===== config.mk =====
export PLATFORM = sky130hd
export DESIGN_NAME = dtmf_tone_gen_flat
export DESIGN_NICKNAME = d
export VERILOG_FILES = /design/src/rtl/dtmf_tone_gen_pkg.sv /design/src/rtl/dtmf_tone_gen_if.sv /design/src/rtl/dtmf_tone_gen_tone_divider.sv /design/src/rtl/dtmf_tone_gen.sv /design/src/flat_wrapper.sv
export SDC_FILE = /design/constraint.sdc
export NUM_CORES = 1
export LEC_CHECK = 0
export CAP_MARGIN = 20
export CORE_UTILIZATION = 40
export CTS_BUF_LIST = sky130_fd_sc_hd__clkbuf_16
export CTS_CLUSTER_SIZE = 40
export DETAILED_ROUTE_END_ITERATION = 10
export SLEW_MARGIN = 15
export SYNTH_ARGS = -nofsm -noshare
export SYNTH_HDL_FRONTEND = slang
export SYNTH_HIERARCHICAL = 1
export SYNTH_SLANG_ARGS = --single-unit

===== constraint.sdc =====
create_clock -name inclk -period 2.3 [get_ports inclk]
set_input_delay 0.46 -clock inclk [delete_from_list [all_inputs] [get_ports inclk]]
set_output_delay 0.46 -clock inclk [all_outputs]
set_load 0.02 [all_outputs]

===== src/rtl/dtmf_tone_gen_pkg.sv =====
// Shared types, tone frequencies and divider tables for the DTMF tone generator.
package dtmf_pkg;

  typedef enum logic [1:0] {
    ST_IDLE = 2'd0,
    ST_TONE = 2'd1,
    ST_GAP  = 2'd2
  } state_t;

  localparam int DEF_CLK_HZ = 1_000_000;

  // Row group (keypad code bits [3:2]) and column group (bits [1:0]), in Hz.
  localparam int ROW_FREQ [4] = '{697, 770, 852, 941};
  localparam int COL_FREQ [4] = '{1209, 1336, 1477, 1633};

  // Clocks per half period, rounded to nearest: round(clk_hz / (2*freq)).
  function automatic int half_period(input int clk_hz, input int freq);
    return (clk_hz + freq) / (2 * freq);
  endfunction

  // Half-period tables at the default 1 MHz system clock.
  localparam int ROW_DIV [4] = '{
    half_period(DEF_CLK_HZ, ROW_FREQ[0]), half_period(DEF_CLK_HZ, ROW_FREQ[1]),
    half_period(DEF_CLK_HZ, ROW_FREQ[2]), half_period(DEF_CLK_HZ, ROW_FREQ[3])
  };
  localparam int COL_DIV [4] = '{
    half_period(DEF_CLK_HZ, COL_FREQ[0]), half_period(DEF_CLK_HZ, COL_FREQ[1]),
    half_period(DEF_CLK_HZ, COL_FREQ[2]), half_period(DEF_CLK_HZ, COL_FREQ[3])
  };

endpackage


===== src/rtl/dtmf_tone_gen_if.sv =====
// Keypad handshake and tone outputs of the DTMF tone generator.
interface dtmf_tone_gen_if;

  logic       key_valid;
  logic [3:0] key;
  logic       key_ready;
  logic       busy;
  logic       row_sq;
  logic       col_sq;
  logic [1:0] tone_sum;

  modport master (
    output key_valid, key,
    input  key_ready, busy, row_sq, col_sq, tone_sum
  );

  modport slave (
    input  key_valid, key,
    output key_ready, busy, row_sq, col_sq, tone_sum
  );

endinterface


===== src/rtl/dtmf_tone_gen_tone_divider.sv =====
// Square-wave divider: each output half period lasts exactly div clocks.
module tone_divider #(
  parameter int CNT_W = 10
) (
  input  logic             inclk,
  input  logic             rst_n,
  input  logic             en,
  input  logic             clr,
  input  logic [CNT_W-1:0] div,
  output logic             sq
);

  logic [CNT_W-1:0] count;

  // Half-period counter and output toggle; clr wins over a coincident toggle.
  always_ff @(posedge inclk or negedge rst_n) begin
    if (!rst_n) begin
      count <= '0;
      sq    <= 1'b0;
    end else if (clr) begin
      count <= '0;
      sq    <= 1'b0;
    end else if (en) begin
      if (count == div - CNT_W'(1)) begin
        count <= '0;
        sq    <= ~sq;
      end else begin
        count <= count + CNT_W'(1);
      end
    end
  end

endmodule


===== src/rtl/dtmf_tone_gen.sv =====
// DTMF tone generator: accepts a keypad code, plays row+column tones, then a silent gap.
module dtmf_tone_gen
  import dtmf_pkg::*;
#(
  parameter int CLK_HZ   = 1_000_000,
  parameter int CNT_W    = 10,
  parameter int DUR_W    = 20,
  parameter int TONE_CYC = 100_000,
  parameter int GAP_CYC  = 50_000
) (
  input  logic           inclk,
  input  logic           rst_n,
  dtmf_tone_gen_if.slave bus
);

  localparam logic [CNT_W-1:0] ROW_TAB [4] = '{
    CNT_W'(half_period(CLK_HZ, ROW_FREQ[0])), CNT_W'(half_period(CLK_HZ, ROW_FREQ[1])),
    CNT_W'(half_period(CLK_HZ, ROW_FREQ[2])), CNT_W'(half_period(CLK_HZ, ROW_FREQ[3]))
  };
  localparam logic [CNT_W-1:0] COL_TAB [4] = '{
    CNT_W'(half_period(CLK_HZ, COL_FREQ[0])), CNT_W'(half_period(CLK_HZ, COL_FREQ[1])),
    CNT_W'(half_period(CLK_HZ, COL_FREQ[2])), CNT_W'(half_period(CLK_HZ, COL_FREQ[3]))
  };
  localparam logic [DUR_W-1:0] TONE_LAST = DUR_W'(TONE_CYC - 1);
  localparam logic [DUR_W-1:0] GAP_LAST  = DUR_W'(GAP_CYC - 1);

  state_t           state;
  state_t           state_nxt;
  logic [DUR_W-1:0] dur;
  logic [3:0]       key_lat;
  logic [1:0]       tone_sum_q;
  logic             accept;
  logic             tone_end;
  logic             gap_end;
  logic             div_clr;
  logic             div_en;
  logic             row_sq;
  logic             col_sq;

  // State register.
  always_ff @(posedge inclk or negedge rst_n) begin
    if (!rst_n) state <= ST_IDLE;
    else        state <= state_nxt;
  end

  // Next-state decode and the one-cycle phase events that drive the counters.
  always_comb begin
    state_nxt = state;
    accept    = 1'b0;
    tone_end  = 1'b0;
    gap_end   = 1'b0;
    case (state)
      ST_IDLE: begin
        if (bus.key_valid) begin
          accept    = 1'b1;
          state_nxt = ST_TONE;
        end
      end
      ST_TONE: begin
        if (dur == TONE_LAST) begin
          tone_end  = 1'b1;
          state_nxt = ST_GAP;
        end
      end
      ST_GAP: begin
        if (dur == GAP_LAST) begin
          gap_end   = 1'b1;
          state_nxt = ST_IDLE;
        end
      end
      default: state_nxt = ST_IDLE;
    endcase
  end

  // Duration counter, restarted at every phase boundary.
  always_ff @(posedge inclk or negedge rst_n) begin
    if (!rst_n)                           dur <= '0;
    else if (accept || tone_end || gap_end) dur <= '0;
    else if (state != ST_IDLE)            dur <= dur + DUR_W'(1);
  end

  // Key latch; the code is frozen for the whole tone.
  always_ff @(posedge inclk or negedge rst_n) begin
    if (!rst_n)      key_lat <= 4'h0;
    else if (accept) key_lat <= bus.key;
  end

  // Registered DAC sum, held at zero from the last tone cycle onward.
  always_ff @(posedge inclk or negedge rst_n) begin
    if (!rst_n)                            tone_sum_q <= 2'd0;
    else if (state == ST_TONE && !tone_end) tone_sum_q <= {1'b0, row_sq} + {1'b0, col_sq};
    else                                   tone_sum_q <= 2'd0;
  end

  assign div_clr = accept | tone_end;
  assign div_en  = (state == ST_TONE);

  tone_divider #(.CNT_W(CNT_W)) u_row (
    .inclk (inclk),
    .rst_n (rst_n),
    .en    (div_en),
    .clr   (div_clr),
    .div   (ROW_TAB[key_lat[3:2]]),
    .sq    (row_sq)
  );

  tone_divider #(.CNT_W(CNT_W)) u_col (
    .inclk (inclk),
    .rst_n (rst_n),
    .en    (div_en),
    .clr   (div_clr),
    .div   (COL_TAB[key_lat[1:0]]),
    .sq    (col_sq)
  );

  assign bus.key_ready = (state == ST_IDLE);
  assign bus.busy      = (state != ST_IDLE);
  assign bus.row_sq    = row_sq;
  assign bus.col_sq    = col_sq;
  assign bus.tone_sum  = tone_sum_q;

endmodule


===== src/flat_wrapper.sv =====
// flat-port wrapper written by rule: the top's interface ports become plain ports
module dtmf_tone_gen_flat import dtmf_pkg::*;
#(
  parameter int CLK_HZ   = 1_000_000,
  parameter int CNT_W    = 10,
  parameter int DUR_W    = 20,
  parameter int TONE_CYC = 100_000,
  parameter int GAP_CYC  = 50_000
)
  (inclk, rst_n, bus_key_valid, bus_key, bus_key_ready, bus_busy, bus_row_sq, bus_col_sq, bus_tone_sum);
  dtmf_tone_gen_if bus_i ();
  input  logic inclk;
  input  logic rst_n;
  input wire logic [$bits(bus_i.key_valid)-1:0] bus_key_valid;
  input wire logic [$bits(bus_i.key)-1:0] bus_key;
  output wire logic [$bits(bus_i.key_ready)-1:0] bus_key_ready;
  output wire logic [$bits(bus_i.busy)-1:0] bus_busy;
  output wire logic [$bits(bus_i.row_sq)-1:0] bus_row_sq;
  output wire logic [$bits(bus_i.col_sq)-1:0] bus_col_sq;
  output wire logic [$bits(bus_i.tone_sum)-1:0] bus_tone_sum;
  assign bus_i.key_valid = bus_key_valid;
  assign bus_i.key = bus_key;
  assign bus_key_ready = bus_i.key_ready;
  assign bus_busy = bus_i.busy;
  assign bus_row_sq = bus_i.row_sq;
  assign bus_col_sq = bus_i.col_sq;
  assign bus_tone_sum = bus_i.tone_sum;
  dtmf_tone_gen #(.CLK_HZ(CLK_HZ), .CNT_W(CNT_W), .DUR_W(DUR_W), .TONE_CYC(TONE_CYC), .GAP_CYC(GAP_CYC)) u_core (.inclk(inclk), .rst_n(rst_n), .bus(bus_i));
endmodule

==> qor.txt, run 1 <==
Post-cts hold buffer count = 0
Register area share after synthesis = 0.364
Clock sinks = 50
Critical Path Fanout Max = 6
Initial DRC count = 107
Power Total = 0.00181 W
Crit path launch type = flop
Diode count = 0
Row count = 33
Routability Congestion = 0.787
Worst path arrival time = 2500 ps
First-pass GRT wire length = 13100 um
Crit end category = flop
Initial antenna violation count = 0
Met1 usage = 0.250
Vias per Instance = 5.36
Core area = 8260 um^2
Top cell type's share of synthesized area = 0.364
Leakage power = 1.92 nW
Synth warn = 6
Synth async-reset ratio = 1.00
Die Wd = 94.8 um
Final Setup Violations = 1
Clock buffer count from CTS = 5
Htree depth = 2
Area delta synth->final = 27.5%
Final ANT Viol Nets = 0
I/O Buffers = 12
Mapped Area = 3440 um^2
Clk root buf = clkbuf_16
Total wire length = 7710 um
Die H = 94.8 um
Count of pins over their slew limit = 0
Max Cap Viol = 0
Status = finished with violations
Synth Register Bits = 50
CP Data Required Time = 2480 ps
Die area = 8980 um^2
Final #Nets = 460
Grt peak-use layer = met2
Final setup margin = -16.8 ps
Largest net degree at the start of global routing = 24
Clock Skew = 5.98 ps
Worst vdd ir = 0.335 mV
Fin crit period = 2320 ps
RSZ-0062 raised after global routing = true
Grt total ovfl = 0
Via count = 2952
Final hold violations = 0
Drt drc = 0
Mean routed wirelength per cell = 14.0 um
Grt met3 use = 0.0403
Ratio of cells with drive above 1 in the final layout = 0.222
EDFF count, synth = 0
Io pins = 13
CTS tree = built
Count of cell types in the netlist = 57
Power Density = 413 nW/um^2
1st-pass router iterations = 4
Dominant cells by area after synthesis = dfrtp_1 36%, xor2_1 5.6%, xnor2_1 4.3%, nor2_1 3.9%, nand2_1 3.1%
Area leader, netlist = dfrtp_1
Post-DP HPWL = 5540 um
Pre-CTS WS = -129 ps
Vias in the first global route = 2772
Failing checks = setup timing
Commonest non-fill, non-tap cells in the layout = 50 x dfrtp_1, 37 x buf_4, 34 x nor2_1
Max-slew headroom = 0.635
Critical path class = flop to flop
Final cycle utilization of the critical path = 1.01
Worst skew pair latency = 290 ps
Post-Syn Area per Cell = 9.28 um^2
Most common cell after layout, fill and taps aside = dfrtp_1
Clk buf depth = 2
Initial core utilization = 0.417
Fmax = 432 MHz
Worst Tran Pin Value = 546 ps
GRT Overall Usage = 0.187
Worst min path class = input port to asynchronous set/reset pin
Clock Pin Slew Worst Setup and Hold Paths = 70 ps
Cell count after synthesis = 371
Met2 GRT Util = 0.300
Top_reg_cell synth = dfrtp_1
[kinds of logic after synthesis]
kind of cell               after synthesis  synth area share
buffers and inverters                   21            0.0323
and+or+nand+nor                        185             0.308
DFF                                     50             0.364
other                                    2           0.00218
xor gates and xnor gates                39            0.0992
AOI/OAI and AO/OA                       61             0.150
muxes                                    5            0.0164
adders and majority gates                8            0.0291
[critical path: stages (launching register included)]
cell and delay, ps:
dfrtp_1 400, inv_2 90, buf_6 100, ha_4 190, or2_4 230, a221oi_4 230, nor2_2 90, a221oi_4 380
buf_6 180, nor2_2 40, a221o_1 280
[flip-flops by register name, summed over array words and instances, names as in the netlist]
signal and cells:
u_core/dur 20, u_core/u_col/count 10, u_core/u_row/count 10, u_core/key_lat 4, u_core/bus.tone_sum 2, u_core/state 2, u_core/u_col/sq 1, u_core/u_row/sq 1
[power breakdown]
part	total, W	switching [W]	internal (W)
sequential	0.000879	0	0.000879
clock	0.000866	0.000347	0.000519
combinational	0.0000676	0.0000421	0.0000254
[final cells by class]
type | instances | area (um^2)
repair buffers | 58 | 526
clock buffers | 5 | 125
flip-flops and latches | 50 | 1250
fillers | 775 | 3870
clock inverters | 3 | 47.5
multi-input cells | 319 | 2270
inverters | 11 | 41.3
well taps | 105 | 131
[per-layer routing]
layer	share of wire	up-vias
met5	0	-
met4	0.012	0
met3	0.037	9
met2	0.47	31
met1	0.48	1432
li1	-	1480
[Yosys cell counts, types with 3 or more instances]
master	count
nand3_1	12
nand3b_1	9
inv_1	10
or3_1	3
dfrtp_1	50
nor2_2	4
a21oi_1	7
mux2_2	5
a211oi_1	6
buf_6	3
nand2b_1	7
o22a_1	8
nor3b_1	10
xor2_1	22
and3_1	13
o21ai_0	15
and2_1	3
nand2_1	28
nor2_1	36
clkbuf_1	3
ha_1	8
nor4_1	9
or2b_1	3
xnor2_1	17
nand4_1	10
nor3_1	18
nor2b_1	3
[final timing paths]
check | cells past startpoint | end | from | slack [ps]
worst min register to register | 1 | u_core/u_row/count[0]$_DFFE_PN0P_ | u_core/u_row/count[0]$_DFFE_PN0P_ | 550
worst max-delay path | 10 | u_core/u_col/count[7]$_DFFE_PN0P_ | u_core/key_lat[0]$_DFFE_PN0P_ | -20
min in group inclk | 1 | u_core/u_row/count[0]$_DFFE_PN0P_ | u_core/u_row/count[0]$_DFFE_PN0P_ | 550
worst max register to register | 10 | u_core/u_col/count[7]$_DFFE_PN0P_ | u_core/key_lat[0]$_DFFE_PN0P_ | -20
worst min-delay path | 1 | u_core/dur[15]$_DFFE_PN0P_ | rst_n | 40
max in group asynchronous | 2 | u_core/bus.tone_sum[1]$_DFF_PN0_ | rst_n | 1680
[timing repair]
| item | CTS | global route |
|---|---|---|
| pin swaps | 6 | 17 |
| endpoints found under the setup margin | 8 | 16 |
| buffers inserted | 2 | 9 |
| cloned | 0 | 2 |
| gates resized for setup | 5 | 17 |
| endpoints found under the hold margin | 0 | 0 |
[metrics by stage]
| step | instance area [um^2] | hold WS [ps] | cells | util | setup TNS [ps] |
|---|---|---|---|---|---|
| floorplan | 3550 | 164 | 390 | - | -435 |
| global placement | 4000 | 354 | 530 | 0.484 | -24.6 |
| detailed placement | 4000 | 360 | 530 | 0.484 | -513 |
| CTS | 4220 | 42.7 | 540 | 0.510 | 0 |
| global route | 4390 | 53.3 | 551 | 0.532 | -566 |
| finish | 4390 | 35.6 | 551 | 0.532 | -16.8 |
(Power assumes the default switching activity.)
==> run 2, diff against run 1 <==
--- a/config.mk
+++ b/config.mk
@@ -10,6 +10,7 @@
 export CTS_BUF_LIST = sky130_fd_sc_hd__clkbuf_16
 export CTS_CLUSTER_SIZE = 40
 export DETAILED_ROUTE_END_ITERATION = 10
+export SKIP_LAST_GASP = 1
 export SLEW_MARGIN = 15
 export SYNTH_ARGS = -nofsm -noshare
 export SYNTH_HDL_FRONTEND = slang
==> qor.txt, run 2 (synthesis gave the netlist of run 1 again) <==
Total wire length = 7740 um (+0.45%)
DP Area = 4000 um^2 (unchanged)
Drt drc = 0 (unchanged)
WP buf/inv = 3 (unchanged)
Row count = 33 (unchanged)
Die Wd = 94.8 um (unchanged)
Max Cap Viol = 0 (unchanged)
Count of pins over their slew limit = 0 (unchanged)
Worst skew pair latency = 290 ps (about the same)
CTS tree = built
Die area = 8980 um^2 (unchanged)
Biggest regs = u_core/dur: 20 flops, u_core/u_col/count: 10 flops, u_core/u_row/count: 10 flops
Worst Tran Pin Value = 546 ps (unchanged)
Final core utilization = 0.532 (unchanged)
Final ANT Viol Nets = 0 (unchanged)
Io pins = 13 (unchanged)
Via count = 2961 (+0.30%)
Most common cell after layout, fill and taps aside = dfrtp_1
Clk buf depth = 2 (unchanged)
Post-DP HPWL = 5540 um (unchanged)
CP cell instances = inv_2 > buf_6 > ha_4 > or2_4 > a221oi_4 > nor2_2 > a221oi_4 > buf_6 > nor2_2 > a221o_1
Vias in the first global route = 2772 (unchanged)
Clock Skew = 5.63 ps (-0.349 ps)
Initial DRC count = 118 (+10%)
Mean routed wirelength per cell = 14.1 um (+0.45%)
Clock buffer count from CTS = 5 (unchanged)
RSZ-0062 raised after global routing = true
Clock sinks = 50 (unchanged)
Finished Cell Area = 4390 um^2 (unchanged)
Routability Congestion = 0.787 (unchanged)
Crit end category = flop
Largest register FFs = 20 (unchanged)
Critical Path Fanout Max = 6 (unchanged)
Fin Setup TNS = -17.6 ps (-0.833 ps)
Clk root buf = clkbuf_16
Failing checks = setup timing
Fmax = 431 MHz (about the same)
I/O Buffers = 12 (unchanged)
Status = finished with violations
Critical Path Max Stage Delay = 400 ps (about the same)
Largest delay share family, worst path = compound AO/OA/AOI/OAI gates
Critical path class = flop to flop
Final setup margin = -17.6 ps (-0.833 ps)
Commonest non-fill, non-tap cells in the layout = 50 x dfrtp_1, 37 x buf_4, 34 x nor2_1
1st-pass router iterations = 4 (unchanged)
Power Total = 0.00181 W (about the same)
Vias per Instance = 5.37 (+0.30%)
Htree depth = 2 (unchanged)
Diode count = 0 (unchanged)
Max-slew headroom = 0.635 (unchanged)
Final Setup Violations = 1 (unchanged)
Final hold violations = 0 (unchanged)
Final cycle utilization of the critical path = 1.01 (about the same)
Initial core utilization = 0.417 (unchanged)
Leakage power = 1.92 nW (unchanged)
Biggest register = u_core/dur
First-pass GRT wire length = 13100 um (unchanged)
Final #Nets = 460 (unchanged)
Worst min path class = input port to asynchronous set/reset pin
Power Density = 413 nW/um^2 (about the same)
CP Data Required Time = 2480 ps (about the same)
Grt total ovfl = 0 (unchanged)
Initial antenna violation count = 0 (unchanged)
Crit. path cell count = 10 (unchanged)
Ratio of cells with drive above 1 in the final layout = 0.222 (unchanged)
Worst path slowest cell = dfrtp_1
Worst reg-to-reg path cell count = 10 (unchanged)
Worst path arrival time = 2500 ps (about the same)
Worst vdd ir = 0.334 mV (-0.31%)
Die H = 94.8 um (unchanged)
Largest net degree at the start of global routing = 24 (unchanged)
Pre-CTS WS = -129 ps (unchanged)
GRT Overall Usage = 0.187 (unchanged)
Crit path launch type = flop
Core area = 8260 um^2 (unchanged)
Area delta synth->final = 27.5% (unchanged)
Fin crit period = 2320 ps (+0.833 ps)
Clock Pin Slew Worst Setup and Hold Paths = 70 ps (about the same)
==> run 2: layer usage <==
metal | up-vias | global-route usage | share of wire
met5 | - | 0 | 0
met4 | 0 | 0.0581 | 0.012
met3 | 9 | 0.0403 | 0.036
met2 | 40 | 0.300 | 0.46
met1 | 1432 | 0.250 | 0.49
li1 | 1480 | - | -
==> run 2: timing repair <==
action | CTS | global route
endpoints found under the hold margin | 0 | 0
hold buffers | 0 | 0
pin swaps | 6 | 17
buffers inserted | 2 | 9
endpoints found under the setup margin | 8 | 16
gates cloned | 0 | 2
resized for setup | 5 | 17
==> run 2: layout make-up <==
type,instances,area [um^2]
clock buffer,5,125
inverter,11,41.3
tap,105,131
timing repair buffer,58,526
clock inverter,3,47.5
sequential,50,1250
fill,775,3870
multi-input combinational,319,2270
==> run 2: final timing paths <==
| path | from | slack, ps | end |
|---|---|---|---|
| setup reg to reg | u_core/key_lat[0]$_DFFE_PN0P_ | -20 | u_core/u_col/count[7]$_DFFE_PN0P_ |
| hold / removal | rst_n | 40 | u_core/u_col/count[6]$_DFFE_PN0P_ |
| hold reg to reg | u_core/dur[19]$_DFFE_PN0P_ | 560 | u_core/dur[19]$_DFFE_PN0P_ |
| max in group asynchronous | rst_n | 1680 | u_core/u_col/count[1]$_DFFE_PN0P_ |
| min in group inclk | u_core/dur[19]$_DFFE_PN0P_ | 560 | u_core/dur[19]$_DFFE_PN0P_ |
| setup / recovery | u_core/key_lat[0]$_DFFE_PN0P_ | -20 | u_core/u_col/count[7]$_DFFE_PN0P_ |
==> run 2: worst reg2reg max path, cell delays in order, from the launching register on <==
cell and delay (ps):
dfrtp_1 400, inv_2 90, buf_6 100, ha_4 190, or2_4 230, a221oi_4 230, nor2_2 90, a221oi_4 380
buf_6 180, nor2_2 40, a221o_1 280
==> run 2: metrics by stage <==
stage          std cells  hold WS (ps)
6_report             551          36.2
5_1_grt              551          53.3
4_1_cts              540          42.7
3_5_place_dp         530           360
3_3_place_gp         530           354
2_1_floorplan        390           164
==> run 2: power breakdown <==
| part | switching [W] | total [W] | internal [W] |
|---|---|---|---|
| clock network | 0.000347 | 0.000867 | 0.000520 |
| logic | 0.0000421 | 0.0000675 | 0.0000254 |
| registers | 0 | 0.000879 | 0.000879 |
==> run 3, diff against run 2 <==
--- a/config.mk
+++ b/config.mk
@@ -10,6 +10,7 @@
 export CTS_BUF_LIST = sky130_fd_sc_hd__clkbuf_16
 export CTS_CLUSTER_SIZE = 40
 export DETAILED_ROUTE_END_ITERATION = 10
+export PLACE_DENSITY = 0.6
 export SKIP_LAST_GASP = 1
 export SLEW_MARGIN = 15
 export SYNTH_ARGS = -nofsm -noshare
==> results of run 3 <==
Final layout, timing and power as in run 2 (identical DEF).
